**src/rtl/cnt_pkg.sv**
```systemverilog
// Shared width defaults for the NCO-driven modulo counter family.
package cnt_pkg;
  localparam int NCO_W_DEF = 32;
  localparam int CNT_W_DEF = 6;
endpackage

```
**src/rtl/nco_tick.sv**
```systemverilog
// Programmable divider: tick_i is high on the clock where the free-running
// count reaches num-1; num = 0 parks the count and suppresses ticks.
module nco_tick
  import cnt_pkg::*;
#(
  parameter int NCO_W = NCO_W_DEF
) (
  input  logic             clk,
  input  logic             rst_n,
  input  logic [NCO_W-1:0] num,
  output logic             tick_i
);

  localparam logic [NCO_W-1:0] ONE = NCO_W'(1);

  logic [NCO_W-1:0] div_cnt;

  // >= rather than == so lowering num below the running count never overruns.
  assign tick_i = (num != '0) && (div_cnt >= (num - ONE));

  always_ff @(posedge clk) begin
    if (!rst_n) begin
      div_cnt <= '0;
    end else if ((num == '0) || tick_i) begin
      div_cnt <= '0;
    end else begin
      div_cnt <= div_cnt + ONE;
    end
  end

endmodule

```
**src/rtl/nco_modcnt.sv**
```systemverilog
// Up/down modulo counter advanced by a programmable divider tick, with
// synchronous load and a registered wrap pulse for cascading.
module nco_modcnt
  import cnt_pkg::*;
#(
  parameter int NCO_W = NCO_W_DEF,
  parameter int CNT_W = CNT_W_DEF
) (
  input  logic             clk,
  input  logic             rst_n,
  input  logic [NCO_W-1:0] num,
  input  logic             en,
  input  logic             up_dn,
  input  logic [CNT_W-1:0] max_val,
  input  logic             load,
  input  logic [CNT_W-1:0] load_val,
  output logic [CNT_W-1:0] out,
  output logic             tick,
  output logic             carry
);

  localparam logic [CNT_W-1:0] ONE = CNT_W'(1);

  logic tick_i;

  nco_tick #(
    .NCO_W (NCO_W)
  ) u_nco_tick (
    .clk    (clk),
    .rst_n  (rst_n),
    .num    (num),
    .tick_i (tick_i)
  );

  always_ff @(posedge clk) begin
    if (!rst_n) begin
      out   <= '0;
      tick  <= 1'b0;
      carry <= 1'b0;
    end else begin
      tick  <= tick_i;
      // NOTE: non-blocking default; a later branch in this block overrides it for this edge only.
      carry <= 1'b0;
      if (load) begin
        out <= (load_val > max_val) ? max_val : load_val;
      end else if (tick_i && en) begin
        if (up_dn) begin
          if (out >= max_val) begin
            out   <= '0;
            carry <= 1'b1;
          end else begin
            out <= out + ONE;
          end
        end else begin
          if (out == '0) begin
            out   <= max_val;
            carry <= 1'b1;
          end else if (out > max_val) begin
            // Modulus was lowered under us: clamp without signalling a wrap.
            out <= max_val;
          end else begin
            out <= out - ONE;
          end
        end
      end
    end
  end

endmodule

```
**config.mk**
```make
export PLATFORM = sky130hd
export DESIGN_NAME = nco_modcnt
export DESIGN_NICKNAME = d
export VERILOG_FILES = /design/src/rtl/cnt_pkg.sv /design/src/rtl/nco_tick.sv /design/src/rtl/nco_modcnt.sv
export SDC_FILE = /design/constraint.sdc
export NUM_CORES = 1
export LEC_CHECK = 0
export BUFFER_PORTS_ARGS = -buffer_cell sky130_fd_sc_hd__clkbuf_2
export CORE_ASPECT_RATIO = 1.4
export CORE_MARGIN = 5
export CORE_UTILIZATION = 45
export DETAILED_ROUTE_END_ITERATION = 12
export GPL_ROUTABILITY_DRIVEN = 0
export PLACE_DENSITY = 0.66
export SYNTH_ARGS = -nofsm -noshare
export SYNTH_HDL_FRONTEND = slang
export SYNTH_SLANG_ARGS = --single-unit
```
**constraint.sdc**
```tcl
create_clock -name clk -period 8 [get_ports clk]
set_clock_uncertainty 0.1 [all_clocks]
set_input_delay 0.4 -clock clk [delete_from_list [all_inputs] [get_ports clk]]
set_output_delay 0.4 -clock clk [all_outputs]
set_load 0.01 [all_outputs]
```
==> flow_metrics.py <==
metrics = {
    "cts": {
        "cts_root_buffer": "clkbuf_16",
        "cts_sinks": 40,
        "cts_resized": 0,
        "ctsLongestPathBuffers": 2,
        "cts_tree": "yes",
        "post_cts_buffers": 0,
        "h-tree-depth": 2,
        "hold_buffers": 0,
        "path_clk_slew_ps": 60,
        "clk_latency_ps": 280,
        "numCtsBuffers": 5,
    },
    "setup_path": {
        "crit_family": "simple AND/OR/NAND/NOR gates",
        "crit_fanout": 24,
        "path_cells": "clkbuf_2 > or4_4 > nand4bb_1 > nor2_1 > nand3_1 > nor2_1 > nand2_1 > xor2_1 > ha_1 > nand4_1 > a2111oi_0 > a21boi_1 > nand3_1 > buf_4 > nor2_1",
        "rr_worst_depth": 9,
        "path_class": "in2reg",
        "cp-end-kind": "register",
        "cp-startpoint": "num[5]",
        "crit_path_frequent_cell": "nor2_1",
        "crit_required_ps": 8060,
        "rr_endpoint": "u_nco_tick.div_cnt[7]",
        "cp.depth": 15,
        "crit_end": "u_nco_tick.div_cnt[20]",
        "max_stage_delay_ps": 800,
        "r2r_start": "u_nco_tick.div_cnt[25]",
        "crit_slowest_cell": "a2111oi_0",
        "startpoint_type": "input port",
        "crit_arrival_ps": 4870,
        "regToRegSetupSlack_ps": 5080,
        "cp_num_buf_inv": 2,
    },
    "synth": {
        "synth_flop_cell": "dfxtp_1",
        "yosysWarnings": 0,
        "synth-async-reset-ratio_pct": 0,
        "ys_types": 64,
        "synth_edf_count": 0,
        "synth_area_mm2": 0.00367,
        "yosysTopAreaCell": "dfxtp_1",
        "syn_inst": 453,
        "syn-num-nets": 551,
        "synth_area_per_cell_um2": 8.10,
        "synth.top_cell.area_share_pct": 21.8,
        "yosys-top-cells-area": "dfxtp_1 (22%), ha_1 (17%), xnor2_1 (9.8%), nor2_1 (7.4%), xor2_1 (6.0%)",
        "ys_seq_area_share_pct": 21.8,
        "synth-seq-cells": 40,
    },
    "global_routing": {
        "antenna_found_initial": 0,
        "grtUsageTotal_pct": 18.3,
        "grt_first_pass_wirelength_mm": 15.0,
        "grt_remaining_overflow": 0,
        "grt_pass1_vias": 3532,
        "grt_max_degree": 25,
    },
    "floorplanning": {
        "initial_core_util_pct": 45.6,
        "die_x_um": 86.3,
        "core_mm2": 0.00805,
        "die_y_um": 117,
        "placementRows": 39,
        "io_pins": 57,
        "dieArea_mm2": 0.0101,
    },
    "sta": {
        "report.final.slew_viol_count": 0,
        "post-route-min-period_ps": 4820,
        "relSlewSlack_pct": 41.2,
        "setup_viol": 0,
        "worst_slew_pin_slew_ps": 859,
        "finalHoldViolCount": 0,
        "fin_crit_sh_pct": 60.2,
        "setup_slack_ps": 3180,
        "rsz0062_at_grt": "false",
        "fmax_mhz": 208,
        "finalSetupTns_ps": 0,
    },
    "drt": {
        "routed-via-count": 3475,
        "route.detailed.wl_per_inst_um": 14.8,
        "ant_nets": 0,
        "vias_per_cell": 5.66,
        "drc": 0,
        "drt_first_pass_iters": 4,
        "drtIter0Drc": 103,
        "drt_wl_total_mm": 9.06,
    },
    "layout": {
        "final_cell_mix": "nor2_1 (72), clkbuf_2 (56), ha_1 (49), xnor2_1 (41), dfxtp_1 (40)",
        "final_nets": 609,
        "fillCellCount": 800,
        "final_common_cell": "nor2_1",
        "drive_above_1_share_pct": 15.4,
        "diodes": 0,
        "synthToLayoutAreaGrowth_pct": 14.5,
        "stdcell_count": 614,
    },
    "placed_design": {
        "port-buffer-count": 56,
        "dp_hpwl_mm": 7.57,
        "dp_cells": 606,
        "dp_slack_ps": 2870,
    },
    "power_and_ir_drop": {
        "p_total_mw": 0.529,
        "power.leakage_nw": 1.80,
        "peakVddDrop_uv": 125,
        "pwr_density_cell_mw_per_mm2": 126,
    },
    "min_path": {
        "hold_class": "in2reg",
    },
    "run": {
        "cap_violations": 0,
    },
    "status": {
        "status": "completed",
    },
}
-- cell usage after synthesis (3+ instances only) --
cell / instances
nand3b_1: 3
nand4_1: 7
a211oi_1: 4
a21oi_1: 16
o211ai_1: 4
nand3_1: 23
mux2i_1: 4
a21o_1: 4
dfxtp_1: 40
nor2b_1: 6
or4_1: 5
nand2b_1: 3
nor3_1: 11
ha_1: 49
inv_1: 21
nor4_1: 6
nand2_1: 36
xor2_1: 25
buf_2: 3
nor2_1: 72
o21ai_0: 9
xnor2_1: 41
o21a_1: 4
and4_1: 3
clkbuf_1: 3
and3_1: 9
-- sequential cells by signal, indices dropped and copies added (netlist names) --
| register | cells |
|---|---|
| u_nco_tick.div_cnt | 32 |
| out | 6 |
| tick | 1 |
| carry | 1 |
-- cells by family after synthesis --
| group | count (synthesis) | share of synthesized area [%] |
|---|---|---|
| buf+inv | 27 | 2.86 |
| flops | 40 | 21.8 |
| compound gates | 68 | 14.0 |
| mux | 5 | 1.40 |
| simple gates | 198 | 27.4 |
| xor+xnor | 66 | 15.8 |
| fa+ha+maj | 49 | 16.7 |
-- per-stage QoR --
stage	hold WS [ps]	util, %	cell area, um2
floorplan	341	-	3670
global placement	370	50.4	4060
detailed placement	378	50.4	4060
CTS	299	52.2	4200
global route	314	52.2	4200
finish	311	52.2	4200
-- report_power, final --
group | switching [mW] | internal [mW]
combinational | 0.0690 | 0.0530
clock | 0.0787 | 0.115
sequential | 0.00949 | 0.204
-- per-layer routing --
metal	wire, um	global-route usage, %
met5	0	0
met1	3660	20.1
met2	4630	33.7
met4	433	9.77
met3	339	2.80
-- area by class of cell --
cell class | count | area [um2] | area share (%)
tap | 102 | 128 | 3.04
inverter | 21 | 78.8 | 1.88
clock buffer | 5 | 125 | 2.98
clock inverter | 3 | 18.8 | 0.447
timing repair buffer | 57 | 288 | 6.85
sequential | 40 | 801 | 19.1
multi-input combinational | 386 | 2760 | 65.8
-- worst register-to-register path: cells and delay by family (launching register included) --
kind / cells / cell delay [ps]
AO/OA/AOI/OAI: 4 / 1210
flip-flops: 1 / 340
AND/OR/NAND/NOR: 3 / 550
adder cells (fa/ha/maj): 1 / 320
buffers and inverters: 1 / 330
-- how the worst min path moves through the flow --
| stage | cells past startpoint | from | slack, ps | to |
|---|---|---|---|---|
| 6_report | 3 | max_val[1] | 310 | out[1] |
| 5_1_grt | 3 | max_val[1] | 310 | out[1] |
| 4_1_cts | 3 | max_val[1] | 300 | out[1] |
| 3_5_place_dp | 1 | u_nco_tick.div_cnt[0] | 380 | u_nco_tick.div_cnt[0] |
| 3_3_place_gp | 1 | u_nco_tick.div_cnt[0] | 370 | u_nco_tick.div_cnt[0] |
| 2_1_floorplan | 1 | u_nco_tick.div_cnt[0] | 340 | u_nco_tick.div_cnt[0] |
(Power assumes the default switching activity.)
